$ cat src/rtl/gate_unit_arbiter.sv
// rtl/gate_unit_arbiter.sv - round-robin arbiter sharing one two-stage NAND evaluation unit
module gate_unit_arbiter #(
    parameter int N = 4,
    parameter int W = 8
) (
    input  logic             clk,
    input  logic             rst,
    input  logic [N-1:0]     req,
    input  logic [N*W-1:0]   A,
    input  logic [N*W-1:0]   B,
    input  logic [2*N-1:0]   op,
    output logic [N-1:0]     gnt,
    output logic             busy,
    output logic             done,
    output logic [1:0]       done_id,
    output logic [W-1:0]     Z
);
    localparam int IW = (N > 1) ? $clog2(N) : 1;

    typedef enum logic [1:0] {IDLE, STAGE1, STAGE2} state_t;

    state_t        r_state;
    state_t        w_next;
    logic [IW-1:0] r_ptr;
    logic [IW-1:0] r_sel;
    logic [IW-1:0] w_sel;
    logic [IW-1:0] w_ptr_next;
    logic          w_grant;
    logic [W-1:0]  r_a;
    logic [W-1:0]  r_b;
    logic [1:0]    r_op;
    logic [W-1:0]  r_t1;
    logic [W-1:0]  r_z;
    logic          r_done;
    logic [1:0]    r_done_id;
    logic [W-1:0]  w_a_eff;
    logic [W-1:0]  w_b_eff;

    // Scan from the highest offset down so the lowest offset from r_ptr wins.
    always_comb begin
        w_sel = r_ptr;
        for (int k = N - 1; k >= 0; k--) begin
            if (req[(int'(r_ptr) + k) % N]) begin
                w_sel = IW'((int'(r_ptr) + k) % N);
            end
        end
        w_ptr_next = IW'((int'(w_sel) + 1) % N);
    end

    // A done cycle is already IDLE, so a fresh grant may overlap it.
    assign w_grant = (r_state == IDLE) && (|req) && !rst;

    always_comb begin
        gnt = '0;
        if (w_grant) begin
            gnt[w_sel] = 1'b1;
        end
    end

    always_comb begin
        w_next = r_state;
        case (r_state)
            IDLE:    if (|req) w_next = STAGE1;
            STAGE1:  w_next = STAGE2;
            STAGE2:  w_next = IDLE;
            default: w_next = IDLE;
        endcase
    end

    assign w_a_eff = r_op[1] ? ~r_a : r_a;
    assign w_b_eff = r_op[1] ? ~r_b : r_b;

    always_ff @(posedge clk) begin
        if (rst) begin
            r_state   <= IDLE;
            r_ptr     <= '0;
            r_done    <= 1'b0;
            r_done_id <= 2'd0;
            r_z       <= '0;
        end else begin
            r_state <= w_next;
            r_done  <= (r_state == STAGE2);
            if (w_grant) begin
                r_a   <= A[w_sel*W +: W];
                r_b   <= B[w_sel*W +: W];
                r_op  <= op[w_sel*2 +: 2];
                r_sel <= w_sel;
                r_ptr <= w_ptr_next;
            end
            if (r_state == STAGE1) begin
                r_t1 <= ~(w_a_eff & w_b_eff);
            end
            if (r_state == STAGE2) begin
                r_z       <= r_op[0] ? ~(r_t1 & r_t1) : r_t1;
                r_done_id <= 2'(r_sel);
            end
        end
    end

    assign busy    = (r_state != IDLE) || r_done;
    assign done    = r_done;
    assign done_id = r_done_id;
    assign Z       = r_z;
endmodule

$ cat config.mk
export PLATFORM = sky130hd
export DESIGN_NAME = gate_unit_arbiter
export DESIGN_NICKNAME = d
export VERILOG_FILES = /design/src/rtl/gate_unit_arbiter.sv
export SDC_FILE = /design/constraint.sdc
export NUM_CORES = 1
export LEC_CHECK = 0
export CORE_ASPECT_RATIO = 0.5
export CORE_MARGIN = 2
export CORE_UTILIZATION = 42
export DETAILED_ROUTE_END_ITERATION = 10
export MAX_ROUTING_LAYER = met4
export PLACE_DENSITY = 0.8
export SETUP_SLACK_MARGIN = 0.02
export SYNTH_ARGS = -nofsm -noshare
export SYNTH_HDL_FRONTEND = slang
export SYNTH_SLANG_ARGS = --single-unit
$ cat constraint.sdc
create_clock -name clk -period 3.5 [get_ports clk]
set_input_delay 1.05 -clock clk [delete_from_list [all_inputs] [get_ports clk]]
set_output_delay 1.05 -clock clk [all_outputs]
set_load 0.005 [all_outputs]
# ---- Word level (Yosys, flattened, before mapping)
# Index checks and enable logic that the tools add are counted.
dict set report op_classes {
  add_sub_neg 4
  magnitude_cmp 6
  eq_ne 3
  shift 3
  mux 23
  bitwise 10
  n_reduce_logical 13
}
# cell count
set ops {}
lappend ops {{32-bit by 6-bit variable part select with 8-bit output} 2}
lappend ops {{8-bit NOT} 4}
lappend ops {{8-bit 2-to-1 mux} 3}
lappend ops {{8-bit AND} 2}
lappend ops {{3-bit by 4-bit < comparator with 1-bit output, second input constant} 3}
lappend ops {{2-bit 2-to-1 mux} 5}
lappend ops {{1-bit binary-select mux with 2-bit select} 4}
lappend ops {{1-bit 2-to-1 mux} 8}
lappend ops {{8-bit by 4-bit variable part select with 2-bit output} 1}
lappend ops {{2-bit by 3-bit < comparator with 1-bit output, second input constant} 2}
lappend ops {{2-bit OR reduction} 3}
lappend ops {{2-bit by 1-bit adder with 2-bit output, second input constant} 2}
lappend ops {{2-bit adder, second input constant} 2}
lappend ops {{4-bit 2-to-1 mux} 1}
lappend ops {{2-bit one-hot mux with 2 select lines} 1}
lappend ops {{2-bit AND reduction} 2}
lappend ops {{4-bit OR reduction} 1}
lappend ops {{1-bit AND, first input constant} 3}
lappend ops {{1-bit logical AND} 3}
lappend ops {{1-bit demux with 2-bit select} 1}
lappend ops {{2-bit by 1-bit == test with 1-bit output, second input constant} 1}
lappend ops {{2-bit == test, second input constant} 1}
lappend ops {{2-bit by 1-bit >= comparator with 1-bit output, second input constant} 1}
lappend ops {{2-bit logical NOT} 1}
lappend ops {{5 further kinds} 5}
dict set report word_totals {
  reg_bits 43
  in_bits 78
  elab_cells 72
}

# ---- Longest topological paths before layout
dict set report logic_depth {
  word_depth 15
  mapped_depth 6
  depth_no_buf 5
}

# ---- Least setup slack after synthesis
# Ideal clock, no wire load.
dict set report synth_timing {
  path_kind {input to output}
  startpoint {in req[3]}
  endpoint {out gnt[2]}
  arrival_time_ns 2.283
  t_required_ns 2.450
  path_slack_ns 0.167
  cell_stages 5
  n_path_buf 0
  cell_sequence {nor4_1 > nor3_1 > nand2b_1 > inv_1 > and3_1}
}
dict set report synth_via {
  elab_cells_between_ends 24
  classes_between {order compare: 2; mux: 18; reduce/logical: 4}
}
# item line
set synth_lines {}
lappend synth_lines {{from (decl)} 8} ;# input logic [N-1:0] req,
lappend synth_lines {{4-bit OR reduction} 51} ;# assign w_grant = (r_state == IDLE) && (|req) && !rst;
lappend synth_lines {{1-bit logical AND (2 in a row)} 51}
lappend synth_lines {{named net w_grant} 28} ;# logic w_grant;
lappend synth_lines {{4-bit 2-to-1 mux} 55} ;# if (w_grant) begin
lappend synth_lines {{to (decl)} 12} ;# output logic [N-1:0] gnt,
# The timed path passes the listed nets, and every way through them passes these cells. The select of a mux whose other input is x is not followed.

# ---- Final worst setup path
dict set report layout_timing {
  startpoint {in req[1]}
  endpoint {out gnt[3]}
}
dict set report layout_via {
  elab_chain_len 12
  elab_cells_between_ends 24
  classes_between {order compare: 2; mux: 18; reduce/logical: 4}
}
# item line
set layout_rtl {}
lappend layout_rtl {{1-bit binary-select mux with 2-bit select} 43} ;# if (req[(int'(r_ptr) + k) % N]) begin
lappend layout_rtl {{1-bit 2-to-1 mux (not written as such) (2 in a row)} 43}
lappend layout_rtl {{2-bit 2-to-1 mux (3 in a row)} 43}
lappend layout_rtl {{2-bit 2-to-1 mux *} 43}
lappend layout_rtl {{named net w_sel[0]} 26} ;# logic [IW-1:0] w_sel;
lappend layout_rtl {{2-bit by 3-bit < comparator with 1-bit output (not written as such) / 2-bit by 1-bit >= comparator with 1-bit output (equally long branches)} 56} ;# gnt[w_sel] = 1'b1;
lappend layout_rtl {{1-bit logical AND (not written as such)} 56}
lappend layout_rtl {{1-bit 2-to-1 mux (not written as such)} 56}
lappend layout_rtl {{1-bit demux with 2-bit select *} 56}
lappend layout_rtl {{4-bit 2-to-1 mux *} 55}
# Mark *: on every way through the listed nets, which the timed path passes. The rest lies on a longest branch. The select of a mux whose other input is x is not followed.

==> results.md <==
* Status: complete, no violations
* Depth of the CTS H-tree at 2
* Distinct cell type count after synthesis at 31
* Crit Path Max Fanout at 3
* R2R Setup Slk at 1.26 ns
* Post-synthesis sequential area ratio at 53.0%
* Synth area leaders: edfxtp_1, mux4_2, dfxtp_1
* I/O pin cnt at 94
* Deepest clock path buffer count at 2
* CTS tree: yes
* Core box area at between 0.004 and 0.005 mm^2
* Tmin final at around 3.4 ns
* Layout overhead on the synthesized area at 59.5%
* Detailed placer's ending HPWL at about 4000 um
* YS warnings at 0
* Die Width at around 110 um
* Non-Filler Instances at around 350
* Synth Flop Type: edfxtp_1
* Design Power at roughly 1.4 mW
* Ys async rst share at 0%
* Footprint of the multi-input gates at roughly 1000 um^2
* Final setup vio count at 0
* Area leader, netlist: edfxtp_1
* Vias per inst at 4.93
* DR iter-0 viols at 60
* DR DRC count at 0
* Mean Syn Cell Area at 13.2 um^2
* 1st-pass router iterations at 4
* Starting Density at between 40 and 50%
* Most frequent cell after synthesis: edfxtp_1
* PortBufs at 93
* RD Place Congestion at a little over 0.9
* Hold buffer count at CTS at 0
* Clock sinks at 43
* Pin count of the biggest net entering global routing at 21
* Clock Pin Slew Worst Setup and Hold Paths at around 0.09 ns
* Fmax achieved at between 0.2 and 0.3 GHz
* Arrival time at the worst endpoint at about 2.4 ns
* Number of diodes at 0
* Hold Fails Final Rpt at 0
* Worst-Margin Slew at roughly 1.2 ns
* Final Cycle Share at 98.5%
* Skew final at ~0.011 ns
* Vias in the first global route at 1642
* DIE AREA at 0.00575 mm^2
* Post-Syn Instances at ~160
* Required time worst endpoint at between 2 and 2.5 ns
* Critical path startpoint category: input port
* Commonest cells in the netlist: edfxtp_1, nor2_1, mux4_2, dfxtp_1
* Flops & latches, synth at between 40 and 50
* Setup WS pre-CTS at -0.537 ns
* Max-Cap Viols at 0
* First-pass GRT wire length at approximately 7500 um
* Hold crit path type: reg2reg
* GR Util All Layers at between 10% and 20%
* Leakage at 1.25 nW
* Post-Syn Area at around 0.0022 mm^2
* TritonCTS buffer count at 5
* Antenna viol nets, final at 0
* Initial antenna violation count at 0
* Cell row count at 18
* Post-route setup slack at approximately 0.053 ns
* Min Hold Slack at ~0.50 ns
* WL/cell at 14.7 um
* Fin nets at roughly 360
* Max-slew headroom at between 20% and 30%
* Worst-Skew Late Latency at roughly 0.30 ns
* FF+latch area at 0.00114 mm^2
* Max Slew Vio Count at 0
* WL final at approximately 5000 um
* Gr ovfl total at 0
* Pwr dens at about 420 mW/mm^2
* Max rail drop VDD at just over 200 uV
* Die Ht at ~55 um
* FILL cells at about 350
* Fraction of layout cells with a size suffix above 1 at roughly a quarter
* Clock Root Buffer: clkbuf_8
* Placed cells at ~340
* Post-synth EDFFs at 28
* Synth Net Count at 241
* Synth top area share at about two fifths
* Critical setup path kind: in2out
* Via count at about 1700
* Worst setup EP type: output pin
[critical path: stages]
cell,delay [ns]
dlygate4sd2_1,0.26
buf_6,0.13
nor2_1,0.14
a21oi_2,0.06
o221ai_2,0.24
inv_2,0.07
and3_4,0.18
dlygate4sd2_1,0.26
[worst paths after layout]
| kind | startpoint | end | depth (start not counted) |
|---|---|---|---|
| max | req[1] | gnt[3] | 8 |
| min | r_sel[1] | done_id[1] | 2 |
| max reg2reg | r_ptr[0] | r_b[6] | 8 |
| min reg2reg | r_sel[1] | done_id[1] | 2 |
[layer usage]
metal / GRT usage, % / part of all wire [%] / vias up
li1: - / - / 844
met1: 21.0 / 42 / 813
met2: 32.4 / 51 / 53
met3: 4.17 / 6.1 / 6
met4: 6.67 / 1.2 / 0
met5: - / 0 / -
[final cells by class]
class | count | share of cell area (%)
clock inverter | 2 | 0.401
multi-input combinational | 107 | 29.1
tap | 70 | 2.55
inverter | 4 | 0.437
sequential | 43 | 33.2
clock buffer | 6 | 2.73
timing repair buffer | 116 | 31.6
[power by group]
part	switching, mW	internal (mW)
combinational	0.165	0.274
clock	0.166	0.184
sequential	0.0428	0.615
[stage by stage]
stage	cell area, um^2	util [%]	TNS, ns
finish	3440	69.7	0
CTS	3410	69.1	0
global placement	3270	66.3	-1.73
global route	3440	69.7	-0.0571
floorplan	2150	-	0
detailed placement	3270	66.3	-1.90
[cells by family after synthesis]
group,after synthesis,share of synthesized area [%]
AOI/OAI and AO/OA,25,8.48
and+or+nand+nor,53,11.7
muxes,20,20.1
DFF,43,53.0
xor gates and xnor gates,9,3.66
buffers and inverters,13,3.14
[cell usage in the layout, fill, tap and decap left out, types with 3 or more instances in the layout]
cell and n:
nor2_1 27, nor3_2 3, clkbuf_8 5, nor3b_1 3, nand2_1 8, edfxtp_1 28
a21oi_1 8, clkdlybuf4s50_1 85, mux4_2 16, dfxtp_1 15, a211oi_1 10, dlygate4sd2_1 4
nor2b_1 3, inv_1 3, buf_4 21, xnor2_1 8
[flip-flops by register name (all words and copies together) (netlist names)]
register and flops:
r_state 2, r_a 8, done 1, r_op 2, r_ptr 2, r_b 8
Z 8, r_t1 8, done_id 2, r_sel 2
[repair_timing]
action / 4_1_cts / 5_1_grt
hold endpoints to repair: 0 / 0
pin swaps: 4 / 1
setup buffers: 3 / 0
setup endpoints to repair: 4 / 4
gates resized for setup: 21 / 11
Power figures use the tool's default switching activity.
